## config.mk

```make
export PLATFORM = sky130hd
export DESIGN_NAME = audio_channel
export DESIGN_NICKNAME = d
export VERILOG_FILES = /design/src/rtl/audio_pkg.sv /design/src/rtl/audio_sample_fifo.sv /design/src/rtl/audio_channel.sv
export SDC_FILE = /design/constraint.sdc
export NUM_CORES = 1
export LEC_CHECK = 0
export CORE_MARGIN = 5
export CORE_UTILIZATION = 50
export CTS_CLUSTER_SIZE = 24
export DETAILED_ROUTE_END_ITERATION = 8
export HOLD_SLACK_MARGIN = 0.02
export PLACE_DENSITY = 0.75
export SLEW_MARGIN = 20
export SYNTH_ARGS = -nofsm -noshare
export SYNTH_HDL_FRONTEND = slang
export SYNTH_SLANG_ARGS = --single-unit
```

## constraint.sdc

```tcl
create_clock -name i_clock -period 6.1 [get_ports i_clock]
set_input_delay 0.915 -clock i_clock [delete_from_list [all_inputs] [get_ports i_clock]]
set_output_delay 0.915 -clock i_clock [all_outputs]
set_load 0.05 [all_outputs]
```

## src/rtl/audio_pkg.sv

```systemverilog
// rtl/audio_pkg.sv - shared types and constants for the stereo playback channel
package audio_pkg;
  localparam int SAMPLE_W           = 16;
  localparam int WORD_BYTES         = 4;
  localparam int FIFO_DEPTH_DEFAULT = 16;

  // Packed so a memory word maps directly: [31:16] right, [15:0] left.
  typedef struct packed {
    logic signed [SAMPLE_W-1:0] right;
    logic signed [SAMPLE_W-1:0] left;
  } stereo_sample_t;

  typedef enum logic [1:0] {
    FETCH_IDLE = 2'd0,
    FETCH_REQ  = 2'd1,
    FETCH_GAP  = 2'd2
  } fetch_state_t;
endpackage

```

## src/rtl/audio_sample_fifo.sv

```systemverilog
// rtl/audio_sample_fifo.sv - prefetch FIFO with flush, free count and registered read port
module audio_sample_fifo #(
  parameter int DEPTH = 16,
  parameter int WIDTH = 32
) (
  input  logic                   i_clock,
  input  logic                   i_reset,
  input  logic                   i_flush,
  input  logic                   i_push,
  input  logic [WIDTH-1:0]       i_wdata,
  input  logic                   i_pop,
  output logic [WIDTH-1:0]       o_rdata,
  output logic                   o_empty,
  output logic [$clog2(DEPTH):0] o_free_count
);
  localparam int          AW      = $clog2(DEPTH);
  localparam logic [AW:0] L_DEPTH = (AW+1)'(DEPTH);
  localparam logic [AW:0] L_ONE   = {{AW{1'b0}}, 1'b1};

  logic [WIDTH-1:0] r_mem [DEPTH];
  logic [WIDTH-1:0] r_rdata;
  logic [AW:0]      r_wr_ptr;
  logic [AW:0]      r_rd_ptr;
  logic [AW:0]      w_count;
  logic             w_full;
  logic             w_do_push;
  logic             w_do_pop;

  assign w_count      = r_wr_ptr - r_rd_ptr;
  assign w_full       = (w_count == L_DEPTH);
  assign o_empty      = (w_count == '0);
  assign o_free_count = L_DEPTH - w_count;
  assign o_rdata      = r_rdata;
  assign w_do_push    = i_push & ~w_full & ~i_flush;
  assign w_do_pop     = i_pop & ~o_empty & ~i_flush;

  // Flush keeps r_rdata so the channel outputs hold their last value.
  always_ff @(posedge i_clock) begin
    if (i_reset) begin
      r_wr_ptr <= '0;
      r_rd_ptr <= '0;
      r_rdata  <= '0;
    end else if (i_flush) begin
      r_wr_ptr <= '0;
      r_rd_ptr <= '0;
    end else begin
      if (w_do_push) r_wr_ptr <= r_wr_ptr + L_ONE;
      if (w_do_pop) begin
        r_rdata  <= r_mem[r_rd_ptr[AW-1:0]];
        r_rd_ptr <= r_rd_ptr + L_ONE;
      end
    end
  end

  always_ff @(posedge i_clock) begin
    if (w_do_push) r_mem[r_wr_ptr[AW-1:0]] <= i_wdata;
  end
endmodule

```

## src/rtl/audio_channel.sv

```systemverilog
// rtl/audio_channel.sv - one stereo playback voice: DMA prefetch into a FIFO, one word per sample tick
module audio_channel
  import audio_pkg::*;
#(
  parameter int FIFO_DEPTH = FIFO_DEPTH_DEFAULT
) (
  input  logic        i_clock,
  input  logic        i_reset,
  input  logic        i_dma_setup_request,
  input  logic [31:0] i_dma_setup_count,
  input  logic [31:0] i_dma_setup_address,
  output logic        o_dma_request,
  output logic [31:0] o_dma_address,
  input  logic        i_dma_ready,
  input  logic [31:0] i_dma_rdata,
  output logic        o_busy,
  input  logic        i_output_sample_clock,
  output logic [15:0] o_output_sample_left,
  output logic [15:0] o_output_sample_right
);
  localparam int CW = $clog2(FIFO_DEPTH) + 1;

  fetch_state_t   r_state;
  logic [31:0]    r_addr;
  logic [31:0]    r_remaining;
  logic [31:0]    r_req_addr;
  logic           r_dma_request;
  logic           r_discard;
  logic           r_sample_prev;
  logic           r_tick_d;
  logic           r_tick_data;
  stereo_sample_t r_sample;

  logic           w_tick;
  logic           w_ready_req;
  logic           w_push;
  logic           w_pop;
  logic           w_fifo_empty;
  logic [CW-1:0]  w_free;
  logic [31:0]    w_fifo_rdata;

  assign w_tick      = i_output_sample_clock & ~r_sample_prev;
  assign w_ready_req = (r_state == FETCH_REQ) & i_dma_ready;
  // A word whose request straddled a new setup belongs to the old stream.
  assign w_push      = w_ready_req & ~r_discard & ~i_dma_setup_request;
  assign w_pop       = w_tick & ~w_fifo_empty & ~i_dma_setup_request;

  audio_sample_fifo #(
    .DEPTH (FIFO_DEPTH),
    .WIDTH (32)
  ) u_fifo (
    .i_clock      (i_clock),
    .i_reset      (i_reset),
    .i_flush      (i_dma_setup_request),
    .i_push       (w_push),
    .i_wdata      (i_dma_rdata),
    .i_pop        (w_pop),
    .o_rdata      (w_fifo_rdata),
    .o_empty      (w_fifo_empty),
    .o_free_count (w_free)
  );

  always_ff @(posedge i_clock) begin
    if (i_reset) begin
      r_state       <= FETCH_IDLE;
      r_dma_request <= 1'b0;
      r_req_addr    <= '0;
      r_addr        <= '0;
      r_remaining   <= '0;
      r_discard     <= 1'b0;
    end else begin
      case (r_state)
        FETCH_IDLE: begin
          if (!i_dma_setup_request && r_remaining != '0 && w_free != '0) begin
            r_state       <= FETCH_REQ;
            r_dma_request <= 1'b1;
            r_req_addr    <= r_addr;
          end
        end
        FETCH_REQ: begin
          if (i_dma_ready) begin
            r_state       <= FETCH_GAP;
            r_dma_request <= 1'b0;
            r_discard     <= 1'b0;
            if (w_push) begin
              r_addr      <= r_addr + 32'(WORD_BYTES);
              r_remaining <= r_remaining - 32'd1;
            end
          end else if (i_dma_setup_request) begin
            r_discard <= 1'b1;
          end
        end
        FETCH_GAP: r_state <= FETCH_IDLE;
        default: begin
          r_state       <= FETCH_IDLE;
          r_dma_request <= 1'b0;
        end
      endcase
      if (i_dma_setup_request) begin
        r_addr      <= i_dma_setup_address;
        r_remaining <= i_dma_setup_count;
      end
    end
  end

  // An empty tick outputs silence so the mixer never sums a stale sample.
  always_ff @(posedge i_clock) begin
    if (i_reset) begin
      r_sample_prev <= 1'b0;
      r_tick_d      <= 1'b0;
      r_tick_data   <= 1'b0;
      r_sample      <= '0;
    end else begin
      r_sample_prev <= i_output_sample_clock;
      r_tick_d      <= w_tick;
      r_tick_data   <= w_pop;
      if (r_tick_d) r_sample <= r_tick_data ? stereo_sample_t'(w_fifo_rdata) : '0;
    end
  end

  assign o_dma_request         = r_dma_request;
  assign o_dma_address         = r_req_addr;
  assign o_busy                = (r_remaining != '0) | ~w_fifo_empty | (r_state == FETCH_REQ);
  assign o_output_sample_left  = r_sample.left;
  assign o_output_sample_right = r_sample.right;
endmodule

```

==> results.py, run 1 <==
metrics = {
    "clock_tree": {
        "htreeDepth": 3,
        "cts.sinks": 689,
        "ctsResizeCount": 0,
        "clk_path_buf_depth": 3,
        "clk_pin_slew_ns": 0.06,
        "cts-root-buf": "clkbuf_16",
        "post-cts-setup-buffers": 0,
        "holdBufCountCts": 0,
        "worst_skew_pair.late_latency_ns": 0.61,
        "cts_tree": "done",
        "cts_made_buffers": 70,
    },
    "drt": {
        "finalWirelength_um": 67700,
        "vias": 16300,
        "wl_per_cell_um": 25.6,
        "vias_per_cell": 6.18,
        "drtIter0Drc": 1503,
        "drtAntennaViolNets": 0,
        "drc": 0,
        "dr.pass1.iters": 9,
    },
    "synth": {
        "seq_area_frac_synth_pct": 69.1,
        "syn-instance-count": 1732,
        "synth_flop_cell": "edfxtp_1",
        "synth_edf_count": 512,
        "synth_top_area_share_pct": 56.2,
        "synthAdderAreaFrac_pct": 0.713,
        "ys_ff_latch": 689,
        "yosys.area.top_type": "edfxtp_1",
        "synth_area_um2": 27400,
        "synth_cell_types": 47,
        "syn-num-nets": 1848,
        "synthSimpleGateAreaFrac_pct": 6.68,
        "async_flop_share_pct": 0,
        "yosysWarnings": 0,
        "synth_area_leaders": "edfxtp_1, dfxtp_1, mux4_2",
        "syn-mean-instance-area_um2": 15.8,
        "synthMuxAreaShare_pct": 12.0,
        "synthXorXnorAreaFrac_pct": 1.92,
        "synth-compound-area-share_pct": 7.06,
        "synth_top_family_by_area": "multiplexers",
    },
    "floorplanning": {
        "die_y_um": 244,
        "die_w_um": 244,
        "core_um2": 54000,
        "start_util_pct": 50.6,
        "die-area_um2": 59500,
        "io_pins": 167,
        "rows": 85,
    },
    "worst_setup_path": {
        "r2r-start": "u_fifo.r_rd_ptr[3]",
        "cpPeakStageDelay_ns": 0.94,
        "startpoint_type": "register",
        "crit_chain": "nor4_1 > nand4_1 > or4_4 > or3b_1 > clkdlybuf4s50_1",
        "crit_start": "r_remaining[2]",
        "critPathBufInv": 1,
        "critical-path-slowest-cell": "or4_4",
        "crit_path_end_kind": "primary output",
        "critPathKind": "register to primary output",
        "path_max_fanout": 35,
        "reg2reg_to": "u_fifo.r_mem[15][17]",
        "rr_worst_depth": 12,
        "path_delay_family": "simple AND/OR/NAND/NOR gates",
        "r2r_slack_ns": 1.53,
        "required_ns": 5.18,
        "endpoint": "o_busy",
        "arrival_ns": 4.39,
        "crit_cells": 5,
    },
    "placement": {
        "port_buffers": 166,
        "hpwl_um": 40400,
        "routabilityCongestion": 0.815,
    },
    "sta": {
        "worst_slew_pin_slew_ns": 1.02,
        "slew_viol_final": 0,
        "setup_viol": 0,
        "final.setup.tns_ns": 0,
        "rsz0062_at_grt": "no",
        "hold_ws_ns": 0.403,
        "achievable-frequency_ghz": 0.188,
        "final_hold_viol_count": 0,
        "relSlewSlack_pct": 32.1,
        "fin_crit_sh_pct": 87.0,
        "min_period_ns": 5.31,
        "fin_skew_ns": 0.0269,
    },
    "finish": {
        "multiInputGateArea_um2": 7930,
        "final-seq-area_um2": 18900,
        "drive_gt1_share_pct": 16.0,
        "fin_nets": 2007,
        "area_growth_pct": 19.1,
        "fillCellCount": 3906,
        "n_antenna_cell": 0,
    },
    "power_and_ir_drop": {
        "total_power_mw": 10.1,
        "switching_share_pct": 21.3,
        "power_frac_clock_pct": 44.5,
        "intPower_mw": 7.96,
        "irDropWorstVdd_mv": 0.265,
        "sequentialPowerShare_pct": 50.8,
        "pwr-share-comb_pct": 4.7,
        "power.leakage_nw": 10.3,
        "switchingPower_mw": 2.15,
        "powerDensity_nw_per_um2": 310,
    },
    "global_routing": {
        "track_usage_pct": 22.3,
        "grt_overflow": 0,
        "grt_first_pass_wirelength_um": 102000,
        "antenna_found_initial": 0,
        "grt_max_degree": 90,
        "grt_pass1_vias": 16600,
    },
    "status": {
        "outcome": "complete, no violations",
    },
    "min_path": {
        "hp-class": "register to register",
    },
    "run": {
        "drv_cap": 0,
    },
}
-- through the flow --
step	std cells	setup slack, ns	cell area (um2)	utilization [%]
after detailed placement	2509	1.52	30000	55.5
after floorplan	1732	0.628	27400	-
after global routing	2643	0.620	32600	60.3
after global placement	2502	1.59	29800	55.1
final	2643	0.791	32600	60.3
after CTS	2637	0.871	32400	60.0
-- final cells by class --
cell class | instances | share of cell area, %
clock buffers | 91 | 5.94
repair buffers | 209 | 6.90
flip-flops and latches | 689 | 58.1
clock inverters | 37 | 1.56
well taps | 696 | 2.67
multi-input cells | 875 | 24.3
inverters | 46 | 0.530
-- cell usage in the layout, fill, tap and decap left out, types with 10 or more instances in the layout --
master             n
a21oi_1           93
mux4_2           128
a211oi_1          90
nor2_4            13
or3_1             11
nand2b_1          38
nor3_1            23
clkbuf_16         73
xor2_1            12
clkinv_1          10
bufinv_16         10
clkinv_2          10
buf_16            12
ha_1              14
and2_1            34
nand4_1           17
clkdlybuf4s50_1  165
nor2_1            56
buf_4             30
a311oi_1          37
clkbuf_1          14
nand2_1           47
nor4_1            22
xnor2_1           48
a31o_1            30
dfxtp_1          174
mux2i_1           39
inv_1             43
edfxtp_1         512
o21ai_0           25
nand3_1           48
-- flip-flops by register name, indices dropped and copies added (netlist names) --
signal,count
o_output_sample_right,16
r_tick_d,1
r_state,2
r_tick_data,1
u_fifo.r_mem,512
r_discard,1
u_fifo.r_wr_ptr,5
r_addr,32
o_dma_request,1
o_output_sample_left,16
u_fifo.o_rdata,32
o_dma_address,32
u_fifo.r_rd_ptr,5
r_sample_prev,1
r_remaining,32
-- power by group through the flow --
stage | clock, mW | combinational (mW) | sequential [mW]
floorplan | 0 | 0.222 | 5.26
global placement | 0 | 0.456 | 5.23
detailed placement | 0 | 0.471 | 5.23
CTS | 4.57 | 0.473 | 5.13
global route | 4.78 | 0.514 | 5.14
finish | 4.50 | 0.479 | 5.14
-- kinds of logic after synthesis --
logic type      Yosys count
compound gates          285
xor+xnor                 60
fa+ha+maj                15
buf+inv                 168
flops                   689
mux                     169
simple gates            346
-- cell usage after synthesis (2+ instances only) --
cell type and n:
a211oi_1 90, a21oi_1 93, a311oi_1 37, a31o_1 30, a31o_2 2, and2_1 34, and3_1 8, and4_1 3
buf_1 23, buf_6 5, clkbuf_1 93, dfxtp_1 177, edfxtp_1 512, ha_1 14, inv_1 44, mux2i_1 40
mux4_2 128, nand2_1 47, nand2b_1 38, nand3_1 48, nand3b_1 2, nand4_1 17, nor2_1 69, nor2b_1 4
nor3_1 29, nor4_1 22, nor4b_1 2, o211a_1 2, o21a_1 2, o21ai_0 25, o22ai_1 4, or2_2 2
or3_1 11, or4_1 2, or4_4 3, xnor2_1 48, xor2_1 12
-- worst min path at each step --
stage,from,end,cells after the start
2_1_floorplan,r_sample_prev,r_tick_d,1
3_3_place_gp,r_sample_prev,r_tick_d,1
3_5_place_dp,r_sample_prev,r_tick_d,1
4_1_cts,r_sample_prev,r_tick_d,1
5_1_grt,r_sample_prev,r_tick_d,1
6_report,r_sample_prev,r_tick_d,1
-- worst register-to-register path, cell delays in order (launching register included) --
cell and delay [ns]:
dfxtp_1 0.29, buf_4 0.24, inv_2 0.10, buf_4 0.45, ha_1 0.40, o21ai_0 0.09, nand2b_1 0.09, xnor2_1 0.14
ha_1 0.21, nor3_1 0.62, nand2_1 0.50, nor2_4 0.68, buf_4 0.42
-- layer usage --
metal  share of wire [%]  routed length, um  track usage, %
met5                   0                  0               0
met3                 8.2               5540            5.03
met1                  40              27200            30.1
met4                 2.2               1520            5.74
met2                  49              33500            37.3
Power figures use the tool's default switching activity.
==> run 2: changes to the inputs <==
HOLD_SLACK_MARGIN = 0.06   (was 0.02)
==> results of run 2 <==
Same layout as run 1: the final DEF is identical, and so are final timing and power.
==> run 3: changes to the inputs <==
PLACE_DENSITY = 0.78   (was 0.75)
clock period = 4.3 ns   (was 6.1 ns; I/O delays follow)
==> results.py, run 3 (synthesis results as in run 1) <==
metrics = {
    "clock_tree": {
        "cts_tree": "done",
        "clk_pin_slew_ns": 0.06,
        "clk_path_buf_depth": 3,
        "worst_skew_pair.late_latency_ns": 0.61,
        "htreeDepth": 3,
        "cts-root-buf": "clkbuf_16",
        "post-cts-setup-buffers": 0,
        "cts.sinks": 689,
        "holdBufCountCts": 0,
        "cts_made_buffers": 71,
        "ctsResizeCount": 0,
    },
    "floorplanning": {
        "core_um2": 54000,
        "die_w_um": 244,
        "rows": 85,
        "start_util_pct": 50.6,
        "die_y_um": 244,
        "die-area_um2": 59500,
        "io_pins": 167,
    },
    "placement": {
        "dp.cells": 2523,
        "routabilityCongestion": 0.849,
        "port_buffers": 166,
        "hpwl_um": 37700,
    },
    "sta": {
        "worst_slew_pin_slew_ns": 1.10,
        "final.setup.tns_ns": 0,
        "achievable-frequency_ghz": 0.246,
        "final_hold_viol_count": 0,
        "rsz0062_at_grt": "no",
        "fin_crit_sh_pct": 94.6,
        "slew_viol_final": 0,
        "relSlewSlack_pct": 26.9,
        "fin_skew_ns": 0.0169,
        "hold_ws_ns": 0.408,
        "setup_viol": 0,
        "min_period_ns": 4.07,
    },
    "global_routing": {
        "grt_max_degree": 90,
        "grt_pass1_vias": 17100,
        "track_usage_pct": 22.3,
        "grt_overflow": 0,
        "antenna_found_initial": 6,
        "grt_first_pass_wirelength_um": 103000,
    },
    "worst_setup_path": {
        "critPathKind": "register to primary output",
        "path_delay_family": "simple AND/OR/NAND/NOR gates",
        "rr_worst_depth": 10,
        "crit_chain": "or4_4 > or4_4 > or4_4 > or3b_1 > buf_4",
        "crit_cells": 5,
        "cpPeakStageDelay_ns": 0.78,
        "cp_common_cell": "or4_4",
        "required_ns": 3.65,
        "critical-path-slowest-cell": "or4_4",
        "crit_path_end_kind": "primary output",
        "critPathBufInv": 1,
        "r2r-start": "u_fifo.r_wr_ptr[0]",
        "arrival_ns": 3.42,
        "path_max_fanout": 35,
        "startpoint_type": "register",
        "crit_start": "r_remaining[24]",
    },
    "finish": {
        "stdcell_count": 2656,
        "fin_nets": 2017,
        "layout_common_cells": "edfxtp_1, dfxtp_1, clkdlybuf4s50_1, mux4_2, a21oi_1",
        "drive_gt1_share_pct": 16.7,
        "largest_reg_flops": 512,
        "finish.utilization_pct": 60.1,
        "fillCellCount": 3841,
        "multiInputGateArea_um2": 7950,
        "final-seq-area_um2": 18900,
        "area_growth_pct": 18.6,
        "mostFrequentLayoutCell": "edfxtp_1",
    },
    "drt": {
        "dr.pass1.iters": 5,
        "drtIter0Drc": 1625,
        "wl_per_cell_um": 25.3,
        "finalWirelength_um": 67100,
        "drc": 0,
        "vias_per_cell": 6.23,
        "vias": 16500,
        "drtAntennaViolNets": 0,
    },
    "power_and_ir_drop": {
        "power.leakage_nw": 10.2,
        "irDropWorstVdd_mv": 0.366,
        "powerDensity_nw_per_um2": 438,
        "total_power_mw": 14.2,
    },
    "min_path": {
        "holdPathStages": 1,
        "min_from": "r_sample_prev",
        "hp-class": "register to register",
    },
    "run": {
        "drv_cap": 0,
    },
    "status": {
        "outcome": "complete, no violations",
    },
}
[run 3: changes by cell type in the layout (fill, tap and decap cells not counted), sizes merged]
cell,delta
buf,+10
bufinv,-4
clkbuf,+4
clkinvlp,+2
clkdlybuf4s50,-1
diode,+1
inv,+1
[run 3: power by group]
part / internal (mW) / total [mW] / leakage (nW) / switching, mW
Sequential: 7.21 / 7.29 / 6.05 / 0.0793
Clock: 3.66 / 6.26 / 1.17 / 2.60
Combinational: 0.266 / 0.668 / 3.03 / 0.401
[run 3: worst register-to-register path, stage by stage, from the launching register on]
cell	delay, ns
dfxtp_1	0.40
inv_1	0.11
ha_1	0.21
fa_1	0.41
xnor2_1	0.27
nor3_1	0.12
ha_1	0.25
nor3_1	0.57
nand2_1	0.49
nor2_4	0.46
buf_12	0.24
[run 3: final timing paths]
check                                       endpoint  slack, ns
worst max-delay path                          o_busy       0.23
worst min register to register              r_tick_d       0.41
worst max register to register  u_fifo.r_mem[11][20]       0.42
worst min-delay path                        r_tick_d       0.41
[run 3: layout make-up]
type,instances,area share (%)
Sequential cell,689,58.3
Multi-Input combinational cell,875,24.5
Antenna cell,1,0.00771
Clock inverter,36,1.22
Inverter,46,0.532
Clock buffer,95,6.13
Tap cell,696,2.68
Timing Repair Buffer,218,6.60
[run 3: per-stage QoR]
| stage | setup WS [ns] | instance area (um2) |
|---|---|---|
| floorplan | -0.318 | 27400 |
| global placement | 0.574 | 30000 |
| detailed placement | 0.487 | 30000 |
| CTS | 0.218 | 32400 |
| global route | 0.0892 | 32500 |
| finish | 0.233 | 32500 |
[run 3: routing by layer]
layer  track usage [%]  wire length [um]  up-vias
met2              37.0             33000      839
li1                  -                 -     7120
met3              5.80              5970      151
met1              29.2             26100     8421
met5                 0                55        -
met4              7.09              2020        8
